$ cat config.mk
export PLATFORM = sky130hd
export DESIGN_NAME = cpu_controller
export DESIGN_NICKNAME = d
export VERILOG_FILES = /design/src/rtl/cpu_pkg.sv /design/src/rtl/cpu_controller_instr_decoder.sv /design/src/rtl/cpu_controller.sv
export SDC_FILE = /design/constraint.sdc
export NUM_CORES = 1
export LEC_CHECK = 0
export CORE_MARGIN = 3
export CORE_UTILIZATION = 39
export CTS_CLUSTER_DIAMETER = 50
export CTS_CLUSTER_SIZE = 12
export DETAILED_ROUTE_END_ITERATION = 7
export GPL_TIMING_DRIVEN = 0
export PLACE_DENSITY_LB_ADDON = 0.05
export SLEW_MARGIN = 20
export SYNTH_ARGS = -nofsm -noshare
export SYNTH_HDL_FRONTEND = slang
export SYNTH_SLANG_ARGS = --single-unit
$ cat constraint.sdc
create_clock -name clk -period 1.9 [get_ports clk]
set_clock_uncertainty 0.2 [all_clocks]
set_input_delay 0.19 -clock clk [delete_from_list [all_inputs] [get_ports clk]]
set_output_delay 0.19 -clock clk [all_outputs]
set_load 0.02 [all_outputs]
$ cat src/rtl/cpu_pkg.sv
// cpu_pkg: shared types and constants for the CPU controller slice.
//   state_t        - controller FSM states (S_ILLEGAL only when
//                    CPU_CTRL_ILLEGAL_EN is defined)
//   instr_class_t  - decoded instruction class produced by instr_decoder
//   OPC_* / OP_*   - opcode (IR[15:13]) and op (IR[12:11]) encodings
//   VSEL_*         - register-file write-back source select
package cpu_pkg;

  typedef enum logic [2:0] {
    S_WAIT,
    S_DECODE,
    S_GET_A,
    S_GET_B,
    S_ALU,
    S_WR_REG,
    S_WR_IMM
`ifdef CPU_CTRL_ILLEGAL_EN
    , S_ILLEGAL
`endif
  } state_t;

  typedef enum logic [2:0] {
    CLS_NONE,
    CLS_MOV_IMM,
    CLS_MOV_REG,
    CLS_ADD,
    CLS_CMP,
    CLS_AND,
    CLS_MVN
  } instr_class_t;

  localparam logic [2:0] OPC_MOV = 3'b110;
  localparam logic [2:0] OPC_ALU = 3'b101;

  localparam logic [1:0] OP_MOV_IMM = 2'b10;
  localparam logic [1:0] OP_MOV_REG = 2'b00;
  localparam logic [1:0] OP_ADD     = 2'b00;
  localparam logic [1:0] OP_CMP     = 2'b01;
  localparam logic [1:0] OP_AND     = 2'b10;
  localparam logic [1:0] OP_MVN     = 2'b11;

  localparam logic [1:0] VSEL_C     = 2'b00;
  localparam logic [1:0] VSEL_PC    = 2'b01;
  localparam logic [1:0] VSEL_IMM   = 2'b10;
  localparam logic [1:0] VSEL_MDATA = 2'b11;

endpackage

$ cat src/rtl/cpu_controller_instr_decoder.sv
// instr_decoder: purely combinational split of the instruction register.
//   ir      in   16      instruction register contents
//   rn      out  3       IR[10:8]
//   rd      out  3       IR[7:5]
//   rm      out  3       IR[2:0]
//   shift   out  2       IR[4:3]
//   alu_op  out  2       IR[12:11]
//   sximm5  out  DATA_W  sign-extended IR[4:0]
//   sximm8  out  DATA_W  sign-extended IR[7:0]
//   cls     out  3       instruction class (CLS_NONE when not decodable)
module instr_decoder
  import cpu_pkg::*;
#(
  parameter int DATA_W = 16
) (
  input  logic [15:0]       ir,
  output logic [2:0]        rn,
  output logic [2:0]        rd,
  output logic [2:0]        rm,
  output logic [1:0]        shift,
  output logic [1:0]        alu_op,
  output logic [DATA_W-1:0] sximm5,
  output logic [DATA_W-1:0] sximm8,
  output instr_class_t      cls
);

  logic [2:0] opcode;

  assign opcode = ir[15:13];
  assign alu_op = ir[12:11];
  assign rn     = ir[10:8];
  assign rd     = ir[7:5];
  assign shift  = ir[4:3];
  assign rm     = ir[2:0];

  assign sximm5 = {{(DATA_W-5){ir[4]}}, ir[4:0]};
  assign sximm8 = {{(DATA_W-8){ir[7]}}, ir[7:0]};

  always_comb begin
    cls = CLS_NONE;
    if (opcode == OPC_MOV) begin
      if (alu_op == OP_MOV_IMM)      cls = CLS_MOV_IMM;
      else if (alu_op == OP_MOV_REG) cls = CLS_MOV_REG;
    end else if (opcode == OPC_ALU) begin
      case (alu_op)
        OP_ADD:  cls = CLS_ADD;
        OP_CMP:  cls = CLS_CMP;
        OP_AND:  cls = CLS_AND;
        default: cls = CLS_MVN;
      endcase
    end
  end

endmodule

$ cat src/rtl/cpu_controller.sv
// cpu_controller: instruction register plus Moore FSM that walks the
// datapath through one instruction at a time.
//   clk, reset            clock, synchronous active-high reset
//   in, load, s           instruction word, IR load strobe, start strobe
//                         (load and s only take effect in S_WAIT)
//   w                     1 while idle in S_WAIT
//   readnum/writenum      register file indices
//   vsel, write           write-back source select and write enable
//   loada/b/c, loads      datapath register loads
//   asel, bsel            ALU operand overrides
//   shift, ALUop          IR[4:3], IR[12:11]
//   sximm5, sximm8        sign-extended immediates
//   illegal               present only when CPU_CTRL_ILLEGAL_EN is defined;
//                         sticky flag for an undecodable instruction
// Without CPU_CTRL_ILLEGAL_EN an undecodable instruction behaves as a NOP.
module cpu_controller
  import cpu_pkg::*;
#(
  parameter int          DATA_W   = 16,
  parameter logic [15:0] RESET_IR = 16'h0
) (
  input  logic              clk,
  input  logic              reset,
  input  logic [15:0]       in,
  input  logic              load,
  input  logic              s,
  output logic              w,
  output logic [2:0]        readnum,
  output logic [2:0]        writenum,
  output logic [1:0]        vsel,
  output logic              loada,
  output logic              loadb,
  output logic              loadc,
  output logic              loads,
  output logic              write,
  output logic              asel,
  output logic              bsel,
  output logic [1:0]        shift,
  output logic [1:0]        ALUop,
  output logic [DATA_W-1:0] sximm5,
  output logic [DATA_W-1:0] sximm8
`ifdef CPU_CTRL_ILLEGAL_EN
  , output logic            illegal
`endif
);

  state_t       state_reg, state_next;
  logic [15:0]  ir_reg;
  logic [2:0]   rn, rd, rm;
  instr_class_t cls;

  instr_decoder #(.DATA_W(DATA_W)) u_dec (
    .ir     (ir_reg),
    .rn     (rn),
    .rd     (rd),
    .rm     (rm),
    .shift  (shift),
    .alu_op (ALUop),
    .sximm5 (sximm5),
    .sximm8 (sximm8),
    .cls    (cls)
  );

  // IR only accepts a new word while idle, so it stays stable for the whole
  // instruction. A load together with s executes the freshly latched word,
  // since DECODE sees the register after this same edge.
  always_ff @(posedge clk) begin
    if (reset) begin
      state_reg <= S_WAIT;
      ir_reg    <= RESET_IR;
    end else begin
      state_reg <= state_next;
      if (state_reg == S_WAIT && load)
        ir_reg <= in;
    end
  end

  always_comb begin
    state_next = state_reg;
    w          = 1'b0;
    readnum    = 3'd0;
    writenum   = 3'd0;
    vsel       = VSEL_C;
    loada      = 1'b0;
    loadb      = 1'b0;
    loadc      = 1'b0;
    loads      = 1'b0;
    write      = 1'b0;
    asel       = 1'b0;
    case (state_reg)
      S_WAIT: begin
        w = 1'b1;
        if (s) state_next = S_DECODE;
      end
      S_DECODE: begin
        case (cls)
          CLS_MOV_IMM:               state_next = S_WR_IMM;
          CLS_ADD, CLS_CMP, CLS_AND: state_next = S_GET_A;
          CLS_MOV_REG, CLS_MVN:      state_next = S_GET_B;
`ifdef CPU_CTRL_ILLEGAL_EN
          default:                   state_next = S_ILLEGAL;
`else
          default:                   state_next = S_WAIT;
`endif
        endcase
      end
      S_GET_A: begin
        readnum    = rn;
        loada      = 1'b1;
        state_next = S_GET_B;
      end
      S_GET_B: begin
        readnum    = rm;
        loadb      = 1'b1;
        state_next = S_ALU;
      end
      S_ALU: begin
        // MOV Rd,Rm is computed as 0 + shifted Rm, hence the zeroed A input.
        asel = (cls == CLS_MOV_REG);
        if (cls == CLS_CMP) begin
          loads      = 1'b1;
          state_next = S_WAIT;
        end else begin
          loadc      = 1'b1;
          state_next = S_WR_REG;
        end
      end
      S_WR_REG: begin
        write      = 1'b1;
        writenum   = rd;
        vsel       = VSEL_C;
        state_next = S_WAIT;
      end
      S_WR_IMM: begin
        write      = 1'b1;
        writenum   = rn;
        vsel       = VSEL_IMM;
        state_next = S_WAIT;
      end
`ifdef CPU_CTRL_ILLEGAL_EN
      S_ILLEGAL: state_next = S_ILLEGAL;
`endif
      default: state_next = S_WAIT;
    endcase
  end

  assign bsel = 1'b0;

`ifdef CPU_CTRL_ILLEGAL_EN
  assign illegal = (state_reg == S_ILLEGAL);
`endif

endmodule
# After elaboration in Yosys (flattened, before gate mapping)
# Cells that the tools add are included.
# totals
in_bits	20
out_inout_bits	52
register_bits	19
elab_cells	46
# op_classes
n_mux	21
n_eq_ne	17
reduce_logical	6
# ops
op	count
3-bit equality test, second input constant	8
3-bit case mux with 3 select lines	2
3-bit 2-to-1 mux	5
3-bit case mux with 5 select lines	1
3-bit by 2-bit equality test with 1-bit output, second input constant	4
3-bit case mux with 2 select lines	2
1-bit 2-to-1 mux	9
3-bit by 1-bit equality test with 1-bit output, second input constant	2
2-bit 2-to-1 mux	2
2-bit OR reduction	2
3-bit logical NOT	1
3-bit OR reduction	1
2-bit by 1-bit equality test with 1-bit output, second input constant	1
2-bit equality test, second input constant	1
2-bit logical NOT	1
2-bit inequality test, second input constant	1
1-bit logical AND	1

# Depth between registers and ports, before layout
# Gate-level depths: netlist of run 1.
# depth
word_depth	8
mapped_depth	7

# Hierarchy
# Synthesis of run 1 repeated with hierarchy kept, for this count alone.
# unflattened
hier_cells	176
area_unflattened_um2	1365.1
# modules_own_cells
module	n_inst	cells_per_inst	area_each_um2
cpu_controller	1	117	924.6
instr_decoder	1	59	440.4

# Worst setup path after synthesis of run 1
# Ideal clock, no wire load.
# synth_timing
kind	register -> output
startpoint	reg ir_reg[11]
endpoint	out asel
stages_incl_launch_ff	7
setup_slack_ns	0.231
t_arrival_ns	1.279
path_buffers	0
path_cell_list	dfxtp_1 > inv_1 > ha_1 > nor2_1 > o21ai_0 > a21oi_1 > and4b_1
# synth_via
elab_chain_len	6
# synth_rtl
element	line	rtl
start: declaration	cpu_controller.sv:48	logic [15:0] ir_reg;
start signal: assignment	cpu_controller.sv:74	ir_reg <= in;
2-bit equality test (tied with other cells)	cpu_controller_instr_decoder.sv:42, cpu_controller_instr_decoder.sv:45	
3-bit case mux with 3 select lines / 2-bit 2-to-1 mux (equally long branches)	cpu_controller_instr_decoder.sv:45, cpu_controller_instr_decoder.sv:43	
3-bit 2-to-1 mux, on equally long branches	cpu_controller_instr_decoder.sv:44, cpu_controller_instr_decoder.sv:42	
3-bit 2-to-1 mux (*)	cpu_controller_instr_decoder.sv:41	if (opcode == OPC_MOV) begin
3-bit by 2-bit equality test with 1-bit output (*)	cpu_controller.sv:119	asel = (cls == CLS_MOV_REG);
1-bit 2-to-1 mux (*)	cpu_controller.sv:90	case (state_reg)
end: declaration	cpu_controller.sv:36	output logic asel,
# Every way passes the cells marked *; elsewhere a longest branch is shown, timed or not.

# Worst setup path after layout of run 1
# layout_timing
startpoint	reg ir_reg[12]
endpoint	out loads
# layout_via
elab_chain_len	7
# layout_rtl
element	line	rtl
2-bit equality test (tied with other cells)	cpu_controller_instr_decoder.sv:42, cpu_controller_instr_decoder.sv:45	
3-bit case mux with 3 select lines / 2-bit 2-to-1 mux (equally long branches)	cpu_controller_instr_decoder.sv:45, cpu_controller_instr_decoder.sv:43	
3-bit 2-to-1 mux, on equally long branches	cpu_controller_instr_decoder.sv:44, cpu_controller_instr_decoder.sv:42	
3-bit 2-to-1 mux (*)	cpu_controller_instr_decoder.sv:41	
3-bit equality test (*)	cpu_controller.sv:120	if (cls == CLS_CMP) begin
1-bit 2-to-1 mux (*)	cpu_controller.sv:120	
1-bit 2-to-1 mux (*)	cpu_controller.sv:90	
end: declaration	cpu_controller.sv:34	output logic loads,
# Marked as above.

==> impl_metrics.toml, run 1 <==
[placement]
hpwl_um = 2870
place_inst = 282
postPlaceCellArea_um2 = 2080
io_buffers = 68
dp_slack_ns = -0.378
gp_congestion = 0.712

[setup_path]
critPathLaunchType = "register"
cp-end-kind = "output port"
worstPathRequired_ns = 1.51
critPathMaxStageDelay_ns = 0.40
worstSetupPathType = "reg2out"
timing.rr.end = "state_reg[0]"
r2r_cells = 7
timing.rr.start = "ir_reg[12]"
path_delay_family = "simple AND/OR/NAND/NOR gates"
worst-endpoint-arrival_ns = 1.65
crit_chain = "inv_4, ha_4, and4bb_2, buf_4, and3_1, buf_6"
path_buf_inv = 3
critPathSlowestCell = "dfxtp_4"
rrSetupSlack_ns = 0.14
path_max_fanout = 4

[cells_and_area]
final_common_cell = "buf_4"
stdcell_area_um2 = 2250
nFillCells = 269
num_antenna_cells = 0
largest_reg_flops = 16
mostFrequentLayoutCells = "buf_4, clkdlybuf4s50_1, nand2_1"
syn2layout_area_growth_pct = 68.5
fin_nets = 276
stdcell_count = 296
finalCoreUtilization_pct = 71.4
drive_gt1_share_pct = 37.7

[clock_tree]
clockBufferDepth = 2
clock_latency_ns = 0.31
cts_made_buffers = 3
cts-hold-fix-buffers = 0
cts_tree = "yes"
cts_root_buf = "clkbuf_4"
cts_htree_levels = 1
cts_sinks = 19
clkSlewWorstSetupHoldPaths_ns = 0.12

[power_and_ir_drop]
p_clk_share_pct = 19.9
seq_power_share_pct = 42.1
p_comb_share_pct = 38.0
power_mw = 1.08
p_sw_share_pct = 32.5
intPower_mw = 0.731
p_per_area_nw_per_um2 = 481
ir_drop_v = 0.000495
p_leak_nw = 1.10
switchingPower_mw = 0.353

[synthesis]
syn_inst = 169
yosys_warnings = 0
synth-edff-count = 0
synth_compound_area_share_pct = 18.3
synth_top_family_by_area = "buffers and inverters"
async_reset_ff_share_pct = 0
synth_xor_area_share_pct = 0
ys.flop_type = "dfxtp_1"
yosys.area_share.simple_pct = 23.7
synth.area.mux_share_pct = 0
synth-seq-cells = 19
ys_seq_area_share_pct = 28.5
yosysUniqueCellTypes = 40
synth_fa_ha_area_share_pct = 2.81
avgSynthCellArea_um2 = 7.91
syn_area_um2 = 1340

[timing]
rsz0062_at_grt = "yes"
slew_headroom_pct = 66.2
worst_slack_ns = -0.138
finalSetupViolCount = 3
slew_viol_final = 0
tightest_slew_ns = 0.507
period_share_pct = 107
fin_crit_ns = 2.04
hold_viol_final = 0
final.setup.tns_ns = -0.387
max_freq_mhz = 491
whs_ns = 0.105

[status]
status = "complete, but fails checks"
violations = "negative setup slack"

[global_routing]
grt_max_degree = 16
gr-total-overflow = 0
grt_pass1_wl_um = 6180
grt_use_total_pct = 18.3
grt_pass1_vias = 1328
antenna_found_initial = 0

[route]
drt_first_iter_violations = 54
drt-met1-wl_um = 1540
ant_nets = 0
top_layer = "met4"
wl_per_cell_um = 12.7
drc_errors = 0
wl_met2_um = 1900
routed-wl-met3_um = 286
wl_um = 3760
via_per_inst = 4.66
via_count = 1380
drtPass1Iterations = 4

[floorplan]
num_rows = 20
fp.dieArea_um2 = 4160
core_region_area_um2 = 3150
die_h_um = 64.5
fp.dieW_um = 64.5
num_io_pins = 72
start_util_pct = 42.4

[min_path]
timing.hold.worst.start = "reset"
hp-class = "in2reg"
hold_path_depth = 2
holdPathEnd = "ir_reg[5]"

[run]
cap_viol_max_count = 0
[worst reg2reg max path, cell delays in order (launching register included)]
cell and delay (ns):
dfxtp_4 0.40, inv_4 0.05, ha_4 0.16, and4bb_2 0.33
nand3b_1 0.13, buf_4 0.15, a21oi_1 0.15, a21oi_1 0.08
[kinds of logic after synthesis]
logic type | Yosys count
buffers and inverters | 49
AND/OR/NAND/NOR | 61
adder cells (fa/ha/maj) | 3
AO/OA/AOI/OAI | 36
other | 1
flip-flops | 19
[routing by layer]
layer | global-route usage, % | vias to the layer above
li1 | - | 692
met1 | 20.3 | 621
met2 | 34.4 | 63
met3 | 5.20 | 4
met4 | 3.69 | 0
met5 | 0 | -
[power by group through the flow]
stage          Clock [mW]  Combinational, mW  Sequential (mW)
2_1_floorplan           0              0.236            0.455
3_3_place_gp            0              0.383            0.462
3_5_place_dp            0              0.391            0.465
4_1_cts             0.221              0.411            0.456
5_1_grt             0.237              0.441            0.462
6_report            0.216              0.412            0.456
[Yosys cell counts (2+ instances only)]
cell type | number | share of area, %
a21oi_2 | 4 | 2.6
buf_4 | 38 | 21
nand2_1 | 34 | 9.6
nand3b_1 | 2 | 1.1
nor2_1 | 5 | 1.4
buf_6 | 2 | 1.7
a22o_1 | 3 | 2.0
a21oi_1 | 16 | 6.0
nor2b_1 | 4 | 1.9
ha_1 | 3 | 2.8
dfxtp_1 | 19 | 28
inv_1 | 4 | 1.1
o21a_1 | 2 | 1.1
a22oi_1 | 3 | 1.7
o21ai_0 | 2 | 0.75
and2_1 | 2 | 0.94
clkbuf_1 | 2 | 0.56
nand2b_1 | 2 | 0.94
[worst max path at each step]
stage | to | startpoint | cells after the start
CTS | asel | ir_reg[11] | 5
detailed placement | asel | ir_reg[11] | 7
finish | loads | ir_reg[12] | 6
floorplan | asel | ir_reg[11] | 6
global placement | asel | ir_reg[11] | 7
global route | loadc | ir_reg[12] | 7
[layout make-up]
class                   count  area, um^2  area share [%]
repair buffers             78         744            33.1
plain buffers              45         343            15.2
inverters                   4        20.0           0.889
flip-flops and latches     19         398            17.7
clock buffers               3        22.5            1.00
multi-input cells         102         662            29.4
clock inverters             1        7.51           0.333
well taps                  44        55.1            2.44
[timing repair]
item                       4_1_cts  5_1_grt
resized for setup               65       23
pin swaps                        6        5
setup endpoints to repair       37       20
buffers inserted                10        3
Power figures use the tool's default switching activity.
==> run 2, diff against run 1 <==
--- a/config.mk
+++ b/config.mk
@@ -5,7 +5,6 @@
 export SDC_FILE = /design/constraint.sdc
 export NUM_CORES = 1
 export LEC_CHECK = 0
-export CORE_MARGIN = 3
 export CORE_UTILIZATION = 39
 export CTS_CLUSTER_DIAMETER = 50
 export CTS_CLUSTER_SIZE = 12
==> impl_metrics.toml, run 2 (same netlist as run 1, synthesis figures left out) <==
[run]
cap_viol_max_count = 0

[floorplan]
num_io_pins = 72
fp.dieArea_um2 = 3660
fp.dieW_um = 60.5
core_region_area_um2 = 3150
start_util_pct = 42.4
num_rows = 20
die_h_um = 60.5

[power_and_ir_drop]
intPower_mw = 0.728
p_sw_share_pct = 33.2
p_clk_share_pct = 20.7
ir_drop_v = 0.000374
seq_power_share_pct = 41.8
switchingPower_mw = 0.361
p_per_area_nw_per_um2 = 486
power_mw = 1.09
p_comb_share_pct = 37.5
p_leak_nw = 1.16

[route]
ant_nets = 0
wl_per_cell_um = 12.3
drt_first_iter_violations = 64
wl_um = 3610
drtPass1Iterations = 4
drc_errors = 0
via_per_inst = 4.63
via_count = 1362

[timing]
final.setup.tns_ns = -0.355
worst_slack_ns = -0.159
max_freq_mhz = 486
fin_crit_ns = 2.06
hold_viol_final = 0
slew_headroom_pct = 64.9
tightest_slew_ns = 0.527
slew_viol_final = 0
finalSetupViolCount = 3
period_share_pct = 108
rsz0062_at_grt = "yes"

[cells_and_area]
largest_reg_flops = 16
num_antenna_cells = 0
mostFrequentLayoutCells = "buf_4, clkdlybuf4s50_1, nand2_1"
finalCoreUtilization_pct = 71.1
final_common_cell = "buf_4"
drive_gt1_share_pct = 36.4
nFillCells = 275
syn2layout_area_growth_pct = 67.7
fin_nets = 274
stdcell_count = 294

[clock_tree]
cts_htree_levels = 1
cts_root_buf = "clkbuf_4"
cts-hold-fix-buffers = 0
cts_sinks = 19
clock_latency_ns = 0.31
cts_made_buffers = 3
clockBufferDepth = 2
cts_tree = "yes"
clkSlewWorstSetupHoldPaths_ns = 0.13

[setup_path]
critPathLaunchType = "register"
worstSetupPathType = "reg2out"
worst-endpoint-arrival_ns = 1.67
worstPathRequired_ns = 1.51
critPathMaxStageDelay_ns = 0.40
cp_common_cell = "buf_6"
crit_chain = "inv_4, ha_4, and4bb_2, buf_6, and4b_1, buf_6"
critPathSlowestCell = "dfxtp_4"
path_max_fanout = 3
cp-end-kind = "output port"

[global_routing]
antenna_found_initial = 0
grt_pass1_wl_um = 5310
grt_use_total_pct = 19.6
gr-total-overflow = 0
grt_pass1_vias = 1213
grt_max_degree = 16

[placement]
hpwl_um = 2660
io_buffers = 68
gp_congestion = 0.718
dp_slack_ns = -0.378
place_inst = 282

[status]
status = "complete, but fails checks"
violations = "negative setup slack"

[min_path]
hp-class = "in2reg"
run 2: cell types whose count changed in the layout (fill, tap and decap cells not counted), sizes merged:
cell | previous run | this run
buf | 60 | 61
clkbuf | 9 | 5
clkdlybuf4s50 | 44 | 41
dlymetal6s2s | 9 | 13
run 2: timing repair:
action | 4_1_cts | 5_1_grt
gates resized for setup | 61 | 31
buffers inserted | 6 | 3
setup endpoints to repair | 37 | 23
pin swaps | 2 | 6
run 2: through the flow:
stage	hold WS (ns)	area [um^2]
after floorplan	0.126	1340
after global placement	0.264	2080
after detailed placement	0.268	2080
after CTS	0.102	2170
after global routing	0.122	2240
final	0.0956	2240
run 2: final timing paths:
| path | from | to | slack, ns | cells past startpoint |
|---|---|---|---|---|
| worst min register to register | ir_reg[9] | ir_reg[9] | 0.29 | 2 |
| worst max-delay path | ir_reg[12] | asel | -0.16 | 6 |
| worst min-delay path | reset | ir_reg[4] | 0.1 | 2 |
| worst max register to register | ir_reg[11] | state_reg[1] | 0.11 | 8 |
run 2: critical path, delay by kind of cell, from the launching register on:
kind	cells	cell delay [ns]
buffers and inverters	3	0.28
adders and majority gates	1	0.15
DFF	1	0.40
and+or+nand+nor	2	0.53
run 2: layout make-up:
cell class | count | area (um^2) | area share [%]
well taps | 44 | 55.1 | 2.46
flip-flops and latches | 19 | 398 | 17.8
inverters | 4 | 20.0 | 0.893
plain buffers | 45 | 340 | 15.2
clock inverters | 1 | 7.51 | 0.335
clock buffers | 3 | 22.5 | 1.01
repair buffers | 76 | 742 | 33.1
multi-input cells | 102 | 656 | 29.3
run 2: power by group through the flow:
| stage | Clock, mW | Sequential, mW | Combinational, mW |
|---|---|---|---|
| floorplan | 0 | 0.455 | 0.236 |
| CTS | 0.229 | 0.453 | 0.404 |
| detailed placement | 0 | 0.465 | 0.391 |
| global route | 0.237 | 0.459 | 0.438 |
| global placement | 0 | 0.462 | 0.382 |
| finish | 0.226 | 0.455 | 0.409 |
run 2: layer usage:
metal,part of all wire [%],GRT usage [%]
met5,0,0
met2,49,34.5
met4,1.1,4.87
met3,6.9,5.12
met1,43,23.8
==> run 3, diff against run 2 <==
--- a/config.mk
+++ b/config.mk
@@ -5,7 +5,7 @@
 export SDC_FILE = /design/constraint.sdc
 export NUM_CORES = 1
 export LEC_CHECK = 0
-export CORE_UTILIZATION = 39
+export CORE_UTILIZATION = 35
 export CTS_CLUSTER_DIAMETER = 50
 export CTS_CLUSTER_SIZE = 12
 export DETAILED_ROUTE_END_ITERATION = 7
==> impl_metrics.toml, run 3 (same netlist as run 1, synthesis figures left out) <==
[status]
status = "complete, but fails checks"
violations = "negative setup slack"

[cells_and_area]
mostFrequentLayoutCells = "clkdlybuf4s50_1, buf_4, nand2_1"
stdcell_count = 298
largest_reg_flops = 16
finalCoreUtilization_pct = 61.3
final_common_cell = "clkdlybuf4s50_1"
num_antenna_cells = 0
stdcell_area_um2 = 2240
drive_gt1_share_pct = 36.8
fin_nets = 274
syn2layout_area_growth_pct = 67.9

[clock_tree]
cts_root_buf = "clkbuf_8"
clockBufferDepth = 2
cts_tree = "yes"
cts_htree_levels = 1
cts_sinks = 19
clock_latency_ns = 0.26
cts_made_buffers = 3
clkSlewWorstSetupHoldPaths_ns = 0.07

[setup_path]
critPathMaxStageDelay_ns = 0.38
critPathLaunchType = "register"
timing.rr.start = "ir_reg[11]"
path_buf_inv = 3
worstSetupPathType = "reg2out"
crit_chain = "inv_4, ha_4, and4bb_2, nand3b_1, nand3_2, inv_2, buf_6"
path_delay_family = "simple AND/OR/NAND/NOR gates"
setup.worst_path.start = "ir_reg[12]"
path_max_fanout = 4
cp-end-kind = "output port"
worstPathRequired_ns = 1.51
worst-endpoint-arrival_ns = 1.54
critPathSlowestCell = "dfxtp_4"

[timing]
slew_viol_final = 0
hold_viol_final = 0
finalSetupViolCount = 2
whs_ns = 0.169
fin_crit_ns = 1.93
final.setup.tns_ns = -0.0346
max_freq_mhz = 519
tightest_slew_ns = 0.515
slew_headroom_pct = 65.6
rsz0062_at_grt = "yes"
worst_slack_ns = -0.0279
period_share_pct = 101

[power_and_ir_drop]
p_per_area_nw_per_um2 = 510
power_mw = 1.14
ir_drop_v = 0.000324
p_leak_nw = 0.962

[floorplan]
core_region_area_um2 = 3660
num_rows = 22
fp.dieArea_um2 = 4070
num_io_pins = 72
fp.dieW_um = 63.8
die_h_um = 63.8
start_util_pct = 36.5

[route]
ant_nets = 0
drt_first_iter_violations = 17
drtPass1Iterations = 4
wl_per_cell_um = 10.8
drc_errors = 0
wl_um = 3210
via_count = 1291
via_per_inst = 4.33

[global_routing]
grt_pass1_wl_um = 5210
grt_use_total_pct = 16.2
grt_pass1_vias = 1120
gr-total-overflow = 0
antenna_found_initial = 0
grt_max_degree = 16

[min_path]
timing.hold.worst.start = "reset"
hp-class = "in2reg"

[placement]
place_inst = 286
gp_congestion = 0.788
hpwl_um = 2350
postPlaceCellArea_um2 = 2080
io_buffers = 68
dp_slack_ns = -0.355

[run]
cap_viol_max_count = 0
==> run 3: cell count changes in the layout (fill, tap and decap cells not counted), moves of 3 or more <==
cell and delta:
clkdlybuf4s50_1 +13, dlymetal6s2s_1 -13, buf_2 -6, clkbuf_2 +4, clkbuf_8 +3
==> run 3: path summary, 6_finish.rpt <==
kind | endpoint | slack (ns) | cells past startpoint
worst max-delay path | loadc | -0.03 | 7
worst min-delay path | ir_reg[4] | 0.17 | 2
worst max register to register | state_reg[2] | 0 | 10
worst min register to register | ir_reg[9] | 0.28 | 2
==> run 3: where the power goes <==
group	switching, mW	internal (mW)
sequential	0.0352	0.422
clock	0.135	0.146
combinational	0.175	0.231
total	0.346	0.799
==> run 3: final cells by class <==
type	count	area [um^2]
Fill cell	344	1420
Sequential cell	19	395
Buffer	45	343
Clock buffer	3	41.3
Tap cell	48	60.1
Clock inverter	1	5.00
Inverter	4	20.0
Multi-Input combinational cell	102	674
Timing Repair Buffer	76	704
==> run 3: what timing repair did <==
action,in CTS,in global routing
gates cloned,0,0
resized for setup,52,20
setup buffers,7,1
setup endpoints to repair,37,24
pin swaps,4,6
hold buffers,0,0
==> run 3: per-layer routing <==
layer,GRT usage (%),up-vias,wire (um)
li1,-,686,-
met4,6.82,0,43
met2,25.9,35,1580
met1,21.5,566,1460
met5,0,-,0
met3,2.68,4,130
